<file path="src/rtl/usb_tx_fifo_buf.sv">
// usb_tx_fifo_buf: single-clock, byte-wide TX data FIFO for the USB slave
// endpoint path. The bus interface writes bytes in; the packet transmitter
// reads them out through a registered data port.
//
// Optional feature: define USB_TXFIFO_ERRFLAGS_EN to add the sticky
// overflow/underflow ports. With the macro undefined those ports and their
// logic are absent and everything else behaves the same.
module usb_tx_fifo_buf #(
    parameter int FIFO_DEPTH = 64,
    parameter int ADDR_WIDTH = 6
) (
    input  logic        busClk,
    input  logic        rst_n,
    input  logic        fifoWEn,
    input  logic [7:0]  busDataIn,
    input  logic        forceEmpty,
    input  logic        fifoREn,
    output logic [7:0]  dataOut,
    output logic        fifoEmpty,
    output logic        fifoFull,
    output logic [15:0] numElementsInFifo
`ifdef USB_TXFIFO_ERRFLAGS_EN
    ,
    output logic        overflow,
    output logic        underflow
`endif
);

    localparam int CNT_W = ADDR_WIDTH + 1;
    localparam logic [CNT_W-1:0] FULL_CNT = CNT_W'(FIFO_DEPTH);

    logic [7:0]            mem_q [FIFO_DEPTH];
    logic [ADDR_WIDTH-1:0] wptr_q, wptr_d;
    logic [ADDR_WIDTH-1:0] rptr_q, rptr_d;
    logic [CNT_W-1:0]      count_q, count_d;
    logic [7:0]            dout_q, dout_d;
    logic                  wr_ok;
    logic                  rd_ok;

    // Status decodes straight from the registered count, so they are
    // glitch-free and reflect an edge's operation right after that edge.
    assign fifoEmpty         = (count_q == '0);
    assign fifoFull          = (count_q == FULL_CNT);
    assign numElementsInFifo = 16'(count_q);
    assign dataOut           = dout_q;

    // Full/empty are evaluated pre-edge, so a write while full is dropped
    // even if a read frees a slot on the same edge.
    assign wr_ok = fifoWEn & ~fifoFull;
    assign rd_ok = fifoREn & ~fifoEmpty;

    // Next-state logic for pointers, occupancy and read data; flush wins.
    always_comb begin
        // NOTE: every variable gets a default first so no path leaves it
        // unassigned, which would otherwise infer a latch.
        wptr_d  = wptr_q;
        rptr_d  = rptr_q;
        count_d = count_q;
        dout_d  = dout_q;
        if (forceEmpty) begin
            wptr_d  = '0;
            rptr_d  = '0;
            count_d = '0;
        end else begin
            if (wr_ok) begin
                wptr_d = wptr_q + ADDR_WIDTH'(1);
            end
            if (rd_ok) begin
                rptr_d = rptr_q + ADDR_WIDTH'(1);
                dout_d = mem_q[rptr_q];
            end
            case ({wr_ok, rd_ok})
                2'b10:   count_d = count_q + CNT_W'(1);
                2'b01:   count_d = count_q - CNT_W'(1);
                default: count_d = count_q;
            endcase
        end
    end

    // Pointer, count and output-data registers.
    always_ff @(posedge busClk or negedge rst_n) begin
        // NOTE: state registers use non-blocking assignments so every
        // register samples the pre-edge values of the others.
        if (!rst_n) begin
            wptr_q  <= '0;
            rptr_q  <= '0;
            count_q <= '0;
            dout_q  <= 8'h00;
        end else begin
            wptr_q  <= wptr_d;
            rptr_q  <= rptr_d;
            count_q <= count_d;
            dout_q  <= dout_d;
        end
    end

    // Byte storage: written on accepted writes that are not being flushed.
    // NOTE: the array has no reset; its contents are unreachable until
    // written because the pointers and count are reset, and leaving it out
    // lets the array map onto plain storage.
    always_ff @(posedge busClk) begin
        if (wr_ok && !forceEmpty) begin
            mem_q[wptr_q] <= busDataIn;
        end
    end

`ifdef USB_TXFIFO_ERRFLAGS_EN
    logic ovf_q, ovf_d;
    logic unf_q, unf_d;

    assign overflow  = ovf_q;
    assign underflow = unf_q;

    // Sticky error flags; a flush clears them even with a coincident error.
    always_comb begin
        ovf_d = ovf_q | (fifoWEn & fifoFull);
        unf_d = unf_q | (fifoREn & fifoEmpty);
        if (forceEmpty) begin
            ovf_d = 1'b0;
            unf_d = 1'b0;
        end
    end

    // Error flag registers.
    always_ff @(posedge busClk or negedge rst_n) begin
        if (!rst_n) begin
            ovf_q <= 1'b0;
            unf_q <= 1'b0;
        end else begin
            ovf_q <= ovf_d;
            unf_q <= unf_d;
        end
    end
`endif

endmodule

</file>
<file path="config.mk">
export PLATFORM = sky130hd
export DESIGN_NAME = usb_tx_fifo_buf
export DESIGN_NICKNAME = d
export VERILOG_FILES = /design/src/rtl/usb_tx_fifo_buf.sv
export SDC_FILE = /design/constraint.sdc
export NUM_CORES = 1
export LEC_CHECK = 0
export BUFFER_PORTS_ARGS = -buffer_cell sky130_fd_sc_hd__buf_2
export CAP_MARGIN = 20
export CORE_ASPECT_RATIO = 1.25
export CORE_MARGIN = 2
export CORE_UTILIZATION = 67
export CTS_CLUSTER_DIAMETER = 150
export DETAILED_ROUTE_END_ITERATION = 7
export GPL_ROUTABILITY_DRIVEN = 0
export PLACE_DENSITY = 0.84
export SLEW_MARGIN = 20
export SYNTH_ARGS = -nofsm -noshare
export SYNTH_HDL_FRONTEND = slang
export SYNTH_SLANG_ARGS = --single-unit
</file>
<file path="constraint.sdc">
create_clock -name busClk -period 7.6 [get_ports busClk]
set_input_delay 1.52 -clock busClk [delete_from_list [all_inputs] [get_ports busClk]]
set_output_delay 1.52 -clock busClk [all_outputs]
set_load 0.02 [all_outputs]
</file>
# Yosys cells after proc, flatten, opt, wreduce, memory -nomap -nowiden
# Memories as Yosys holds them, arrays and structs flattened. A register that Yosys moved wholly into a read port is not among the register bits.
# Cells that the tools add are included.
word_totals:
  regBits: 19
  mem_bits_rw: 512
  input_bits: 13
  n_memories: 1
memory_table:
  columns: ["name", "depth", "width", "rd", "rd_clocked_by_memory_dff", "write_ports", "line", "rtl"]
  rows:
  - ["mem_q", 64, 8, 1, 1, 1, "32", "logic [7:0] mem_q [FIFO_DEPTH];"]
op_classes:
  addsub: 4
  n_eq_ne: 3
  mux: 8
  bitwise: 5
  n_reduce_logical: 8
op_table:
  columns: ["cell", "count"]
  rows:
  - ["two-way mux 6 bit", 4]
  - ["case mux 7 bit (2 select lines)", 1]
  - ["adder 6 x 1 -> 6 bit, second input constant", 2]
  - ["adder 7 x 1 -> 7 bit, second input constant", 1]
  - ["== test 7 bit, second input constant", 1]
  - ["zero test 7 bit", 1]
  - ["two-way mux 7 bit", 1]
  - ["subtractor 7 x 1 -> 7 bit, second input constant", 1]
  - ["nonzero test 2 bit", 2]
  - ["inverter 1 bit", 3]
  - ["nonzero test 3 bit", 1]
  - ["AND 1 bit", 2]
  - ["== test 2 x 1 -> 1 bit, second input constant", 1]
  - ["== test 2 bit, second input constant", 1]
  - ["zero test 1 bit", 2]
  - ["two-way mux 1 bit", 2]
  - ["AND reduction 2 bit", 1]
  - ["logical AND 1 bit", 1]

# Depth between registers and ports, before layout
# Gate-level depths: netlist (run 1).
logic_depth:
  ltp_word: 6
  depth_mapped: 11
  mapped_depth_nobuf: 10

# Worst setup path before layout (run 1)
# No wires, ideal clock.
synth_timing:
  path_kind: "in2reg"
  start: "in fifoWEn"
  end: "reg count_q[6]"
  setup_ns: 0.132
  t_arrival_ns: 3.176
  slack_ns: 4.292
  path_stages: 10
  n_path_buf: 1
  path_cell_list: "o41a_1 > buf_6 > nor2_8 > fa_1 > a21o_1 > a21oi_1 > o21ai_0 > mux2_2 > xnor2_1 > nor2_1"
synth_via:
  elab_chain_len: 4
  elab_cells_between_ends: 6
synth_lines:
  columns: ["element", "line", "rtl"]
  rows:
  - ["start, declared", "14", "input logic fifoWEn,"]
  - ["AND 1 bit *", "49", "assign wr_ok = fifoWEn & ~fifoFull;"]
  - ["== test 2 x 1 -> 1 bit / == test 2 bit (equally long branches)", "72", "case ({wr_ok, rd_ok})"]
  - ["case mux 7 bit (2 select lines)", "72", null]
  - ["two-way mux 7 bit", "60", "if (forceEmpty) begin"]
  - ["end signal, assigned", "92", "count_q <= count_d;"]
  - ["end, declared", "35", "logic [CNT_W-1:0] count_q, count_d;"]
# Every way passes the cells marked *; elsewhere a longest branch is shown, timed or not.
# A chain may end at the register's enable or synchronous reset.

# Worst setup path in the final report (run 1)
layout_timing:
  start: "reg count_q[3]"
  end: "out fifoFull"
layout_via:
  elab_chain_len: 1
layout_lines:
  columns: ["element", "line", "rtl"]
  rows:
  - ["== test 7 bit", "43", "assign fifoFull = (count_q == FULL_CNT);"]
  - ["end, declared", "20", "output logic fifoFull,"]
# No other way between the ends.

==> results.md, run 1 <==
* Final cell count without fillers at 1599
* # diodes at 0
* Post-CTS sizing at 0
* Commonest cells after routing, fill and taps aside: edfxtp_1 (512), mux4_2 (96), nor2_1 (88), mux2i_1 (73), clkbuf_16 (47)
* Die area at 0.03348 mm2
* Cell at the slowest stage of the critical path: or4_4
* Top cell type's share of synthesized area at 0.7165
* Drt pass-1 iters at 6
* FF-to-FF End: dataOut[5]$_DFFE_PN0P_
* Root Driver: clkbuf_16
* Gr usage total at 0.3169
* Final nets at between 1000 and 1500
* Slew HR at 0.3118
* Setup slack after layout at ~3800 ps
* Pin count of the biggest net entering global routing at 67
* Met1 usage at 0.4351
* Syn avg cell area at approximately 19 um2
* Detailed Place HPWL at 28550 um
* First-pass GRT wire length at 75690 um
* Setup bufs post-CTS at 0
* Clock sinks at between 500 and 600
* Max Cap Viol at 0
* Synth Cell Area at 0.02146 mm2
* Share of cells above drive strength 1 at 0.1845
* Setup WS pre-CTS at around 3600 ps
* Hold Path Depth at 2
* Status: finished clean
* Core area at 0.03169 mm2
* Final-report setup violation count at 0
* Total Power at 6.894 mW
* Antenna Nets Post-Route at 0
* Total global routing overflow at 0
* Worst r2r src: rptr_q[1]$_DFFE_PN0P_
* Routed Wire Length at 51310 um
* CTS Buf Count at 47
* Fin. Hold Viols at 0
* Ys Warns at 0
* WP data arrival at 2280 ps
* Fmax at 0.2628 GHz
* Clk buf depth at 3
* Unrepaired setup endpoints after global routing: false
* PD cells at 297.0 mW/mm2
* Final Util at 0.7325
* Clock Skew at 20.32 ps
* IO Pins at 39
* Req. time, crit path at 6080 ps
* Worst Min Path Start: count_q[3]$_DFFE_PN0P_
* Row count at 73
* Slew Viols, Final at 0
* Sequential share of the synthesized area at 0.7480
* Routing usage on met2 at 0.5114
* Busiest grt layer: met2
* Most common cell after layout, fill and taps aside: edfxtp_1
* Tcrit/Tclk final at 0.5006
* R2r worst-path depth at 6
* H-Tree Depth at 2
* Initial antenna violation count at 0
* FF+latch count, synth at approximately 540
* CTS tree: done
* WS Path Type: reg -> out
* Die width at around 160 um
* Worst R2R Setup Slack at 4000 ps
* Hold endpoint: count_q[3]$_DFFE_PN0P_
* Largest cells by area after synthesis: edfxtp_1 (72%), mux4_2 (10%), mux2i_1 (3.4%)
* Post-synth top area cell: edfxtp_1
* WHS at 609.1 ps
* Met3 Track Usage GR at 0.05438
* Critical path's largest stage delay at a little over 600 ps
* Chip Height at 204.1 um
* Startpoint Class: flip-flop
* Cells after Synth at 1129
* CTS clk-pin slew, worst paths at 70 ps
* CP endpoint kind: output port
* Setup TNS at 0 ps
* Latest clock arrival within the worst-skew pair at 570 ps
* Worst min path class: reg -> reg
* Vias in the first global route at 11360
* WP buf/inv at 1
* 1st-iter DRT viols at between 1500 and 2000
* Yosys cell types at 57
* Starting Density at 0.6770
* Vias/cell at 7.169
* Input/output buffers at 29
* Final Critical Period at 3804 ps
* Vias at between 10000 and 15000
* Largest delay share family, worst path: simple AND/OR/NAND/NOR gates
* Crit Path Max Fanout at 5
* Cell Count Post-Placement at 1520
* Critical-path cell list: or4_4, nor4_2, buf_2
* DRC viols at 0
* Synth-to-Final Area Change at 8.192%
* CTS Hold Bufs at 0
* Area after DPL at roughly 0.022 mm2
* Worst VDD drop at 328.5 uV
* Leakage at 7.150 nW
* Final instance area at 0.02322 mm2
* Avg WL per Cell at between 30 and 40 um
* Slew @ Worst Pin at between 1000 and 1500 ps
-- flip-flops by register name, summed over array words and instances, names as in the netlist --
register  count
count_q       7
wptr_q        6
dataOut       8
rptr_q        6
mem_q       512
-- area by class of cell --
type / instances / area [um2]
sequential: 539 / 16060
fill: 1677 / 8478
multi-input combinational: 521 / 5024
clock buffer: 59 / 1221
tap: 412 / 515.5
timing repair buffer: 44 / 257.7
clock inverter: 20 / 125.1
inverter: 4 / 15.01
-- report_power, final --
part           internal (mW)  leakage, nW  switching [mW]
combinational          0.542         1.55           0.700
sequential              3.31         4.95           0.153
clock                   1.17        0.652            1.03
total                   5.02         7.15            1.88
-- how the worst max path moves through the flow --
| stage | depth (start not counted) | to | start |
|---|---|---|---|
| 3_5_place_dp | 5 | mem_q[22][3]$_DFFE_PP_ | fifoWEn |
| 6_report | 3 | fifoFull | count_q[3]$_DFFE_PN0P_ |
| 5_1_grt | 3 | fifoFull | count_q[3]$_DFFE_PN0P_ |
| 3_3_place_gp | 5 | mem_q[38][7]$_DFFE_PP_ | fifoWEn |
| 4_1_cts | 3 | fifoFull | count_q[3]$_DFFE_PN0P_ |
| 2_1_floorplan | 10 | count_q[6]$_DFFE_PN0P_ | fifoWEn |
-- cell usage after synthesis (all sizes together) --
cell    instances
nand2b          3
o311ai          1
buf            52
a22oi          16
a21o            2
mux2            9
nor2b           6
edfxtp        512
nand3b          3
or3             1
o41ai           1
inv             4
nor4            3
fa              1
a211oi         16
conb            1
nor2           90
and2            3
clkbuf         21
a22o            9
and3b           1
mux2i          73
mux4           96
xnor2           7
a221oi          7
xor2            9
and3            2
nand3          20
o22ai          16
o221ai          1
a31oi           1
o21bai          2
o41a            2
or2             2
dfrtp          27
o21ai          10
ha              7
nand2          37
a21oi          39
nand4           4
nand4b          1
or4             2
a32o            7
nor3            2
-- cells by family (layout without fill, tap and decap cells) --
logic type,after synthesis,in the layout,share of synthesized area
fa+ha+maj,8,8,0.005014
compound gates,130,130,0.04251
mux,178,178,0.1395
buf+inv,77,127,0.01942
simple gates,180,180,0.03848
flops,539,539,0.7480
other cells,1,9,0.0001748
xor+xnor,16,16,0.006881
-- worst register-to-register path, stage by stage, from the launching register on --
cell and delay, ps:
dfrtp_4 1050, buf_4 920, mux4_2 510, a22oi_1 450, nand3_1 190, o22ai_1 240
a21oi_1 90
-- per-layer routing --
| layer | wire length, um | share of wire |
|---|---|---|
| met1 | 17780 | 0.35 |
| met2 | 25520 | 0.50 |
| met3 | 5527 | 0.11 |
| met4 | 2483 | 0.048 |
| met5 | 0 | 0 |
Note: power is estimated with default switching activity, not from simulation.
==> inputs of run 2 (changes only) <==
--- a/config.mk
+++ b/config.mk
@@ -9,11 +9,11 @@
 export CAP_MARGIN = 20
 export CORE_ASPECT_RATIO = 1.25
 export CORE_MARGIN = 2
-export CORE_UTILIZATION = 67
+export CORE_UTILIZATION = 56
 export CTS_CLUSTER_DIAMETER = 150
 export DETAILED_ROUTE_END_ITERATION = 7
 export GPL_ROUTABILITY_DRIVEN = 0
-export PLACE_DENSITY = 0.84
+export PLACE_DENSITY = 0.75
 export SLEW_MARGIN = 20
 export SYNTH_ARGS = -nofsm -noshare
 export SYNTH_HDL_FRONTEND = slang
==> constraint.sdc (replaced) <==
create_clock -name busClk -period 3.4 [get_ports busClk]
set_input_delay 0.68 -clock busClk [delete_from_list [all_inputs] [get_ports busClk]]
set_output_delay 0.68 -clock busClk [all_outputs]
set_load 0.02 [all_outputs]
==> results.md, run 2 (synthesis results as in run 1) <==
* Vias at 10930 (-4.6%)
* Setup WS pre-CTS at 327.9 ps (-3234 ps)
* Final-report setup violation count at 0 (unchanged)
* Area after DPL at 0.02240 mm2 (+2.4%)
* Clock power frac at 0.326 (+0.008)
* Fill cell count at 2507 (+49%)
* CP endpoint kind: flip-flop
* Comb pwr share at 0.180 (about the same)
* Max Cap Viol at 0 (unchanged)
* Power Internal at 11.48 mW (+130%)
* Setup slack after layout at 271.8 ps (-3524 ps)
* Leakage at 7.507 nW (+5.0%)
* Cell Count Post-Placement at 1651 (+8.6%)
* Setup bufs post-CTS at 0 (unchanged)
* Net load switching power at 4.092 mW (+120%)
* Sequential power share at 0.493 (-0.009)
* First-pass GRT wire length at 69260 um (-8.5%)
* Clk buf depth at 3 (unchanged)
* Die area at 0.03991 mm2 (+19%)
* Root Driver: clkbuf_16
* WHS at 154.5 ps (-454.6 ps)
* CTS clk-pin slew, worst paths at 60 ps (about the same)
* Setup TNS at 0 ps (unchanged)
* 1st-iter DRT viols at 1376 (-28%)
* Synth-to-Final Area Change at 11.27%
* Fin. Hold Viols at 0 (unchanged)
* Unrepaired setup endpoints after global routing: false
* Vias/cell at 6.291 (-12%)
* Total global routing overflow at 0 (unchanged)
* Top reg by flops: mem_q
* Crit Path Max Fanout at 8 (+3)
* Pin count of the biggest net entering global routing at 65 (-3.0%)
* Share of cells above drive strength 1 at 0.2215 (+0.03701)
* Gr usage total at 0.2370 (-0.07987)
* CTS Hold Bufs at 0 (unchanged)
* Largest register FFs at 512 (unchanged)
* H-Tree Depth at 2 (unchanged)
* Core area at 0.03794 mm2 (+20%)
* Clock Skew at 15.37 ps (-4.946 ps)
* Avg WL per Cell at 26.33 um (-18%)
* Initial antenna violation count at 0 (unchanged)
* R2r worst-path depth at 10 (+4)
* Routed Wire Length at 45760 um (-11%)
* Net Sw Frac at 0.2628 (-0.009624)
* Req. time, crit path at 3850 ps (-2230 ps)
* Tcrit/Tclk final at 0.9201
* Detailed Place HPWL at 28750 um (+0.69%)
* Worst VDD drop at 455.6 uV (+39%)
* Slew Viols, Final at 0 (unchanged)
* Commonest cells after routing, fill and taps aside: edfxtp_1 (512), mux4_2 (96), nor2_1 (88), mux2i_1 (73), buf_4 (64)
* Startpoint Class: flip-flop
* PD cells at 652.2 mW/mm2 (+120%)
* Slew HR at 0.3537 (+0.04189)
* Final Critical Period at 3128 ps
* IO Pins at 39 (unchanged)
* Row count at 80 (+9.6%)
* DRC viols at 0 (unchanged)
* Status: finished clean
* Clock sinks at 539 (unchanged)
* CTS tree: done
* WS Path Type: reg -> reg
* Chip Height at 222.9 um (+9.2%)
* WP data arrival at 3570 ps (+1290 ps)
* Input/output buffers at 29 (unchanged)
* Worst min path class: in -> async
* Final cell count without fillers at 1738 (+8.7%)
* Vias in the first global route at 11150 (-1.8%)
* Final instance area at 0.02388 mm2 (+2.8%)
* Final nets at 1230 (+4.4%)
* Drt pass-1 iters at 8 (+2)
* CTS Buf Count at 48 (+2.1%)
* Final Util at 0.6294 (-0.1031)
* Total Power at 15.57 mW (+130%)
* Starting Density at 0.5656 (-0.1114)
* Latest clock arrival within the worst-skew pair at 580 ps (about the same)
* Slew @ Worst Pin at 969.5 ps (-62.83 ps)
* Fmax at ~0.32 GHz
* Post-CTS sizing at 0 (unchanged)
* Antenna Nets Post-Route at 0 (unchanged)
* # diodes at 0 (unchanged)
* Die width at 179.1 um (+9.2%)
* Most common cell after layout, fill and taps aside: edfxtp_1
-- run 2: changes by cell type in the layout (fill, tap and decap cells not counted), sizes merged --
cell	previous run	this run
inv	6	4
buf	44	95
clkinvlp	2	0
clkbuf	59	60
clkinv	15	26
-- run 2: critical path, cell delays in order (launching register included) --
cell	delay, ps
dfrtp_1	420
or4_4	600
o41a_1	470
nor2_8	220
ha_1	300
a21o_1	190
a21oi_1	190
o21ai_0	130
mux2_2	300
xnor2_1	130
nor2_1	60
-- run 2: layer usage --
| layer | routed length, um | share of wire | track usage | up-vias |
|---|---|---|---|---|
| met2 | 23300 | 0.51 | 0.3928 | 501 |
| met4 | 1577 | 0.034 | 0.08523 | 0 |
| met5 | 0 | 0 | 0 | - |
| li1 | - | - | - | 4704 |
| met3 | 3352 | 0.073 | 0.04277 | 98 |
| met1 | 17530 | 0.38 | 0.3176 | 5631 |
-- run 2: power groups by stage --
stage,sequential (mW),combinational (mW),clock [mW]
3_3_place_gp,7.81,2.75,0
3_5_place_dp,7.82,2.80,0
2_1_floorplan,7.72,2.07,0
4_1_cts,7.68,2.82,5.16
5_1_grt,7.70,2.99,5.39
6_report,7.68,2.81,5.08
-- run 2: final timing paths --
| path | startpoint | to | slack (ps) |
|---|---|---|---|
| max in group asynchronous | rst_n | rptr_q[0]$_DFFE_PN0P_ | 2730 |
| max reg2reg | count_q[3]$_DFFE_PN0P_ | count_q[6]$_DFFE_PN0P_ | 270 |
| min reg2reg | count_q[4]$_DFFE_PN0P_ | count_q[4]$_DFFE_PN0P_ | 590 |
| min | rst_n | count_q[2]$_DFFE_PN0P_ | 150 |
| max | count_q[3]$_DFFE_PN0P_ | count_q[6]$_DFFE_PN0P_ | 270 |
| min in group busClk | fifoREn | rptr_q[1]$_DFFE_PN0P_ | 540 |
-- run 2: final cells by class --
type	count	area (um2)	share of cell area
clock buffer	60	1319	0.05524
clock inverter	27	150.1	0.006289
inverter	4	15.01	0.0006289
multi-input combinational	521	5021	0.2103
sequential	539	16060	0.6726
tap	492	615.6	0.02578
timing repair buffer	95	695.7	0.02914
==> inputs of run 3 (changes only) <==
--- a/config.mk
+++ b/config.mk
@@ -7,13 +7,15 @@
 export LEC_CHECK = 0
 export BUFFER_PORTS_ARGS = -buffer_cell sky130_fd_sc_hd__buf_2
 export CAP_MARGIN = 20
+export CELL_PAD_IN_SITES_DETAIL_PLACEMENT = 0
+export CELL_PAD_IN_SITES_GLOBAL_PLACEMENT = 1
 export CORE_ASPECT_RATIO = 1.25
 export CORE_MARGIN = 2
-export CORE_UTILIZATION = 56
+export CORE_UTILIZATION = 49
 export CTS_CLUSTER_DIAMETER = 150
 export DETAILED_ROUTE_END_ITERATION = 7
 export GPL_ROUTABILITY_DRIVEN = 0
-export PLACE_DENSITY = 0.75
+export PLACE_DENSITY_LB_ADDON = 0.1
 export SLEW_MARGIN = 20
 export SYNTH_ARGS = -nofsm -noshare
 export SYNTH_HDL_FRONTEND = slang
==> results.md, run 3 (synthesis results as in run 1) <==
* Max Cap Viol at 0 (unchanged)
* Final Critical Period at 3089 ps (-39.63 ps)
* # diodes at 0 (unchanged)
* Routed Wire Length at 47450 um (+3.7%)
* Worst VDD drop at 549.0 uV (+21%)
* First-pass GRT wire length at 71480 um (+3.2%)
* Final cell count without fillers at 1805 (+3.9%)
* Chip Height at 238.0 um (+6.8%)
* 1st-iter DRT viols at 992 (-28%)
* Cell Count Post-Placement at 1710 (+3.6%)
* FF-to-FF End: count_q[6]$_DFFE_PN0P_
* Detailed Place HPWL at 31290 um (+8.8%)
* Die area at 0.04549 mm2 (+14%)
* Total global routing overflow at 0 (unchanged)
* CTS Buf Count at 51 (+6.3%)
* Req. time, crit path at 3840 ps (about the same)
* Final Util at 0.5583 (-0.07108)
* Starting Density at 0.4970 (-0.06868)
* Setup bufs post-CTS at 0 (unchanged)
* Drt pass-1 iters at 6 (-2)
* DRC viols at 0 (unchanged)
* Worst r2r src: count_q[3]$_DFFE_PN0P_
* Pin count of the biggest net entering global routing at 65 (unchanged)
* Largest register FFs at 512 (unchanged)
* WP data arrival at 3530 ps (-40 ps)
* CTS clk-pin slew, worst paths at 70 ps (about the same)
* Leakage at 7.531 nW (+0.33%)
* Synth-to-Final Area Change at 12.34%
* CTS tree: done
* Final instance area at 0.02411 mm2 (+0.96%)
* Row count at 85 (+6.3%)
* Share of cells above drive strength 1 at 0.2210 (-0.0005411)
* Unrepaired setup endpoints after global routing: false
* Crit Path Max Fanout at 8 (unchanged)
* Commonest cells after routing, fill and taps aside: edfxtp_1 (512), mux4_2 (96), nor2_1 (88), mux2i_1 (73), clkbuf_16 (52)
* Input/output buffers at 29 (unchanged)
* Routed wl met2 at 23890 um (+2.5%)
* Met3 wire len at 2274 um (-32%)
* Fmax at 0.3238 GHz (+1.3%)
* Core area at 0.04318 mm2 (+14%)
* Root Driver: clkbuf_16
* Antenna Nets Post-Route at 0 (unchanged)
* Vias/cell at 5.805 (-7.7%)
* Post-CTS sizing at 0 (unchanged)
* Slew HR at 0.3707 (+0.01704)
* Clock sinks at 539 (unchanged)
* Fin. Hold Viols at 0 (unchanged)
* Top Layer Used: met4
* Startpoint Class: flip-flop
* IO Pins at 39 (unchanged)
* Latest clock arrival within the worst-skew pair at 580 ps (about the same)
* Final-report setup violation count at 0 (unchanged)
* CTS Hold Bufs at 0 (unchanged)
* Vias at 10480 (-4.2%)
* Setup slack after layout at 311.4 ps (+39.63 ps)
* R2r worst-path depth at 10 (unchanged)
* WS Path Type: reg -> reg
* Worst R2R Setup Slack at 310 ps (+40 ps)
* Status: finished clean
* Setup WS pre-CTS at 307.8 ps (-20.11 ps)
* Slew Viols, Final at 0 (unchanged)
* Area after DPL at 0.02244 mm2 (+0.17%)
* Most common cell after layout, fill and taps aside: edfxtp_1
* Gr usage total at 0.2163 (-0.02079)
* H-Tree Depth at 2 (unchanged)
* Clk buf depth at 3 (unchanged)
* Top reg by flops: mem_q
* Avg WL per Cell at 26.29 um (-0.14%)
* Initial antenna violation count at 0 (unchanged)
* Tcrit/Tclk final at 0.9084 (-0.01166)
* Worst min path class: in -> async
* Setup TNS at 0 ps (unchanged)
* Die width at 191.2 um (+6.7%)
* Slew @ Worst Pin at 943.9 ps (-25.55 ps)
* Clock Skew at 27.39 ps (+12.02 ps)
* CP endpoint kind: flip-flop
* Final nets at 1219 (-0.89%)
* Routed metal-1 wirelength at 20410 um (+16%)
* PD cells at 673.7 mW/mm2 (+3.3%)
* Vias in the first global route at 10900 (-2.2%)
==> run 3: changes by cell type in the layout (fill, tap and decap cells not counted), moves of 2 or more <==
cell / before / now
clkbuf_16: 50 / 52
clkbuf_1: 7 / 11
clkinv_1: 17 / 9
bufinv_16: 1 / 6
buf_12: 4 / 8
clkbuf_8: 3 / 0
inv_6: 0 / 2
clkinvlp_4: 0 / 2
buf_4: 64 / 45
clkinv_2: 8 / 12
==> run 3: layout make-up <==
cell class	count	area, um2
flip-flops and latches	539	16060
multi-input cells	521	5021
clock buffers	63	1343
repair buffers	81	638.1
clock inverters	32	322.8
inverters	4	15.01
well taps	565	706.9
fillers	3374	19070
==> run 3: critical path, cell delays in order, from the launching register on <==
cell,delay [ps]
dfrtp_1,420
or4_4,610
o41ai_4,440
nor2_8,90
fa_1,420
a21o_1,170
a21oi_1,210
o21ai_0,140
mux2_2,290
xnor2_1,130
nor2_1,50
==> run 3: worst max-delay path by stage <==
| stage | from | slack (ps) | depth (start not counted) | to |
|---|---|---|---|---|
| 3_5_place_dp | count_q[3]$_DFFE_PN0P_ | 310 | 10 | count_q[6]$_DFFE_PN0P_ |
| 4_1_cts | count_q[3]$_DFFE_PN0P_ | 290 | 10 | count_q[6]$_DFFE_PN0P_ |
| 3_3_place_gp | count_q[3]$_DFFE_PN0P_ | 330 | 10 | count_q[6]$_DFFE_PN0P_ |
| 5_1_grt | count_q[3]$_DFFE_PN0P_ | 90 | 10 | count_q[6]$_DFFE_PN0P_ |
| 6_report | count_q[3]$_DFFE_PN0P_ | 310 | 10 | count_q[6]$_DFFE_PN0P_ |
| 2_1_floorplan | count_q[3]$_DFFE_PN0P_ | 380 | 11 | count_q[6]$_DFFE_PN0P_ |
==> run 3: report_power, final <==
| part | leakage [nW] | total, mW | switching (mW) | internal, mW |
|---|---|---|---|---|
| logic | 1.77 | 2.97 | 1.63 | 1.34 |
| clock network | 0.816 | 5.66 | 2.40 | 3.27 |
| registers | 4.94 | 7.61 | 0.213 | 7.39 |
| total | 7.53 | 16.2 | 4.24 | 12.0 |
==> run 3: routing by layer <==
metal	vias up	track usage
met5	-	0
met4	0	0.05315
met3	60	0.03030
met2	254	0.3600
met1	5468	0.3045
li1	4696	-
==> run 3: metrics by stage <==
step / hold WS, ps / power [mW]
detailed placement: 557.2 / 10.76
finish: 157.1 / 16.24
global placement: 552.0 / 10.75
floorplan: 384.4 / 9.797
global route: 184.4 / 16.89
CTS: 163.8 / 16.41
